--- src/rtl/input_capture_ctrl.sv ---
// input_capture_ctrl
// Front end for the 4-bit code converter. It synchronizes the data switches
// and the OK/CLEAR push-buttons to clk and debounces both buttons. A debounced
// OK latches the switch word and raises ready. A debounced CLEAR drops ready
// and zeroes the data. Accepted captures are counted modulo 16.
module input_capture_ctrl #(
    parameter int DEB_CYCLES = 4,
    parameter int CNT_W      = $clog2(DEB_CYCLES)
) (
    input  logic       clk,
    input  logic       reset,
    input  logic [3:0] sw,
    input  logic       btn_ok,
    input  logic       btn_clr,
    output logic       A,
    output logic       B,
    output logic       C,
    output logic       D,
    output logic       ready,
    output logic       busy,
    output logic [3:0] cap_cnt
);

    // Terminal value of the debounce counter: a button must be seen high on
    // DEB_CYCLES consecutive edges, and the first of those loads cnt=1.
    localparam logic [CNT_W-1:0] CNT_LAST = CNT_W'(DEB_CYCLES - 1);
    localparam logic [CNT_W-1:0] CNT_ONE  = CNT_W'(1);

    typedef enum logic [1:0] {
        IDLE     = 2'd0,
        DEB_OK   = 2'd1,
        DEB_CLR  = 2'd2,
        WAIT_REL = 2'd3
    } state_t;

    // Two-flop synchronizer stages
    logic [3:0] sw_m;
    logic [3:0] sw_s;
    logic       ok_m;
    logic       ok_s;
    logic       clr_m;
    logic       clr_s;

    // FSM and datapath state
    state_t           state;
    state_t           state_next;
    logic [CNT_W-1:0] cnt;
    logic [CNT_W-1:0] cnt_next;
    logic [3:0]       data;
    logic             do_capture;
    logic             do_clear;

    // Bring the raw pins into the clk domain; only the *_s copies are used.
    always_ff @(posedge clk) begin
        if (reset) begin
            sw_m  <= '0;
            sw_s  <= '0;
            ok_m  <= 1'b0;
            ok_s  <= 1'b0;
            clr_m <= 1'b0;
            clr_s <= 1'b0;
        end else begin
            sw_m  <= sw;
            sw_s  <= sw_m;
            ok_m  <= btn_ok;
            ok_s  <= ok_m;
            clr_m <= btn_clr;
            clr_s <= clr_m;
        end
    end

    // Next-state, debounce counter and capture/clear strobes.
    always_comb begin
        state_next = state;
        cnt_next   = cnt;
        do_capture = 1'b0;
        do_clear   = 1'b0;
        case (state)
            IDLE: begin
                // CLEAR wins when both buttons are high
                if (clr_s) begin
                    state_next = DEB_CLR;
                    cnt_next   = CNT_ONE;
                end else if (ok_s) begin
                    state_next = DEB_OK;
                    cnt_next   = CNT_ONE;
                end else begin
                    cnt_next   = '0;
                end
            end
            DEB_OK: begin
                if (!ok_s) begin
                    // glitch: abandon without touching ready/data
                    state_next = IDLE;
                    cnt_next   = '0;
                end else if (clr_s) begin
                    state_next = DEB_CLR;
                    cnt_next   = CNT_ONE;
                end else if (cnt == CNT_LAST) begin
                    do_capture = 1'b1;
                    state_next = WAIT_REL;
                    cnt_next   = '0;
                end else begin
                    cnt_next   = cnt + CNT_ONE;
                end
            end
            DEB_CLR: begin
                if (!clr_s) begin
                    state_next = IDLE;
                    cnt_next   = '0;
                end else if (cnt == CNT_LAST) begin
                    do_clear   = 1'b1;
                    state_next = WAIT_REL;
                    cnt_next   = '0;
                end else begin
                    cnt_next   = cnt + CNT_ONE;
                end
            end
            WAIT_REL: begin
                // count DEB_CYCLES consecutive all-low cycles: cnt 0..CNT_LAST
                if (ok_s || clr_s) begin
                    cnt_next   = '0;
                end else if (cnt == CNT_LAST) begin
                    state_next = IDLE;
                    cnt_next   = '0;
                end else begin
                    cnt_next   = cnt + CNT_ONE;
                end
            end
            default: begin
                state_next = IDLE;
                cnt_next   = '0;
            end
        endcase
    end

    // State register plus registered outputs driven by the strobes.
    always_ff @(posedge clk) begin
        if (reset) begin
            state   <= IDLE;
            cnt     <= '0;
            data    <= '0;
            ready   <= 1'b0;
            busy    <= 1'b0;
            cap_cnt <= '0;
        end else begin
            state <= state_next;
            cnt   <= cnt_next;
            // busy is registered from the next state so it tracks state exactly
            busy  <= (state_next != IDLE);
            if (do_capture) begin
                data    <= sw_s;
                ready   <= 1'b1;
                cap_cnt <= cap_cnt + 4'd1;
            end else if (do_clear) begin
                data    <= '0;
                ready   <= 1'b0;
            end
        end
    end

    assign A = data[3];
    assign B = data[2];
    assign C = data[1];
    assign D = data[0];

endmodule
--- config.mk ---
export PLATFORM = sky130hd
export DESIGN_NAME = input_capture_ctrl
export DESIGN_NICKNAME = d
export VERILOG_FILES = /design/src/rtl/input_capture_ctrl.sv
export SDC_FILE = /design/constraint.sdc
export NUM_CORES = 1
export LEC_CHECK = 0
export CORE_MARGIN = 2
export CORE_UTILIZATION = 50
export DETAILED_ROUTE_END_ITERATION = 10
export GPL_TIMING_DRIVEN = 0
export PLACE_DENSITY = 0.76
export SYNTH_ARGS = -nofsm -noshare
export SYNTH_HDL_FRONTEND = slang
export SYNTH_SLANG_ARGS = --single-unit
--- constraint.sdc ---
create_clock -name clk -period 1.52 [get_ports clk]
set_input_delay 0.304 -clock clk [delete_from_list [all_inputs] [get_ports clk]]
set_output_delay 0.304 -clock clk [all_outputs]
set_load 0.02 [all_outputs]
==> flow_summary.yaml <==
global_route:
  grt-ovfl-total: 0
  grt_pass1_vias: 718
  grt_usage: 0.1570
  antenna_found_initial: 0
  grt_pass1_wl_um: 3022
  grt_max_degree: 16
route:
  vias: 776
  routed_via_density: 5.208
  dr.pass1.iters: 4
  wl_um: 1702
  drc_errors: 0
  wl_per_cell_um: 11.42
  ant_nets: 0
  drt_iter0_markers: 16
clocking:
  h-tree-depth: 1
  clockBufferDepth: 2
  cts-root-buf: "clkbuf_4"
  cts_tree: "yes"
  clk_latency_ps: 310
  cts.reportedPaths.clkPinSlew_ps: 140
  cts_hold_buf: 0
  clock-sinks: 26
  cts_buffers: 3
synthesis:
  synth_nets: 111
  synth_top_cell_area_share: 0.4976
  dominantRegCellSynth: "dfxtp_1"
  yosys_warnings: 0
  synth_edf_count: 0
  ys_ff_latch: 26
  async_flop_share: 0
  synth_area_per_cell_um2: 10.36
  synth_area_mm2: 0.001046
  synth.yosys.seq_area_share: 0.4976
  ys_top_cells_by_area: "dfxtp_1, nor2b_1, a22o_1"
  yosysTopAreaCell: "dfxtp_1"
  synth_cells: 101
  ys_types: 35
sta:
  worstMarginPinSlew_ps: 533.7
  finalClockSkew_ps: 7.093
  clock.fmax_ghz: 0.6928
  post-route-period-util: 0.9496
  setup_violations: 0
  drv_slew: 0
  finalHoldViolations: 0
  tns_ps: 0
  relSlewSlack: 0.6411
  rsz0062_at_grt: "no"
  setup_slack_ps: 76.62
  period_minus_slack_ps: 1443
die:
  initial_utilization: 0.5332
  fp.dieH_um: 49.74
  coreArea_mm2: 0.001962
  die_area_mm2: 0.002474
  core.rowCount: 16
  die_w_um: 49.74
  ioPinCount: 18
placement:
  dp_hpwl_um: 1242
  dp.cells: 144
  portBuffers: 16
  dp_slack_ps: 5.480
  gp_congestion: 0.7170
run_status:
  status: "finished, final reports clean"
final_layout:
  syn2layout_area_growth_pct: 25.24
  fillers: 181
  drive_gt1_frac: 0.1967
  final_common_cell: "dfxtp_1"
  final_cells: 149
  num_antenna_cells: 0
  fin_nets: 133
  mostFrequentLayoutCells: "dfxtp_1, nor2b_1, dlygate4sd2_1"
worst_setup_path:
  worst-setup-path-type: "reg -> reg"
  critPathLaunchType: "flop"
  endpoint_kind: "flop"
  cp.arrival_ps: 1700
  timing.rr.start: "cnt[0]$_SDFF_PP0_"
  required_ps: 1780
  cp-startpoint: "cnt[0]$_SDFF_PP0_"
  cp_max_fo: 10
power:
  ir_worst_vdd_v: 0.0005779
  power_density_mw_per_mm2: 951.8
  p_leak_nw: 0.5539
hold_path:
  hp-class: "reg -> reg"
  min_from: "sw_m[1]$_SDFF_PP0_"
run:
  drv_cap: 0
## path summary, 6_finish.rpt
| path | depth (start not counted) | slack (ps) | to |
|---|---|---|---|
| worst max-delay path | 5 | 80 | cap_cnt[0]$_SDFFE_PP0P_ |
| worst min-delay path | 1 | 450 | sw_s[1]$_SDFF_PP0_ |
| worst max register to register | 5 | 80 | cap_cnt[0]$_SDFFE_PP0P_ |
| worst min register to register | 1 | 450 | sw_s[1]$_SDFF_PP0_ |
## power breakdown
group          leakage, nW  switching, mW  internal [mW]
Clock               0.0279          0.195          0.267
Sequential           0.213        0.00578          0.700
Combinational        0.313         0.0352         0.0439
Total                0.554          0.236           1.01
## logic make-up (layout without fill, tap and decap cells)
group	after synthesis	count (layout)	synth area share
AO/OA/AOI/OAI	24	24	0.1615
XOR/XNOR	1	1	0.008375
flip-flops	26	26	0.4976
AND/OR/NAND/NOR	39	39	0.2572
adder cells (fa/ha/maj)	2	2	0.02392
buffers and inverters	9	30	0.05142
## final cells by class
type / count / area (um2) / share of cell area
buffer: 8 / 50.05 / 0.03820
clock buffer: 3 / 22.52 / 0.01719
clock inverter: 1 / 30.03 / 0.02292
inverter: 1 / 3.754 / 0.002865
multi-input combinational: 66 / 493.0 / 0.3763
sequential: 26 / 521.8 / 0.3983
tap: 27 / 33.78 / 0.02579
timing repair buffer: 17 / 155.1 / 0.1184
## per-stage QoR
step | area [um2] | hold WS (ps) | utilization | total power, mW
floorplan | 1046 | 413.8 | - | 0.7694
global placement | 1240 | 420.0 | 0.6320 | 0.7945
detailed placement | 1240 | 424.7 | 0.6320 | 0.7975
CTS | 1289 | 449.5 | 0.6569 | 1.265
global route | 1310 | 463.5 | 0.6677 | 1.310
finish | 1310 | 450.2 | 0.6677 | 1.247
## synth_stat cells (all sizes together), types with 2 or more instances
| cell | number |
|---|---|
| a21oi | 5 |
| a22o | 4 |
| buf | 4 |
| clkbuf | 4 |
| dfxtp | 26 |
| ha | 2 |
| nand2b | 2 |
| nand3 | 2 |
| nand3b | 2 |
| nor2 | 3 |
| nor2b | 13 |
| nor3 | 3 |
| nor3b | 2 |
| o21ai | 5 |
| o21ba | 2 |
| o31ai | 3 |
| or2 | 2 |
| or2b | 2 |
| or3 | 2 |
## flip-flops by register name, summed over array words and instances (netlist names)
| name | cells |
|---|---|
| cap_cnt | 4 |
| data | 4 |
| sw_m | 4 |
| sw_s | 4 |
| cnt | 2 |
| state | 2 |
| busy | 1 |
| clr_m | 1 |
| clr_s | 1 |
| ok_m | 1 |
| ok_s | 1 |
| ready | 1 |
## critical path: stages, from the launching register on
cell and delay, ps:
dfxtp_2 350, ha_2 170, buf_6 120, nand3b_4 120
or3_2 480, a21oi_1 150
## metal layers
metal / vias up / part of all wire / track usage / wire [um]
li1: 396 / - / - / -
met1: 366 / 0.46 / 0.2008 / 783
met2: 12 / 0.50 / 0.2644 / 855
met3: 2 / 0.032 / 0.01818 / 54
met4: 0 / 0.0053 / 0.06944 / 9
met5: - / 0 / 0 / 0
## repair_timing
item	4_1_cts	5_1_grt
setup buffers	1	0
endpoints found under the setup margin	11	4
hold endpoints to repair	0	0
resized for setup	11	5
pin swaps	0	2
(Power assumes the default switching activity.)
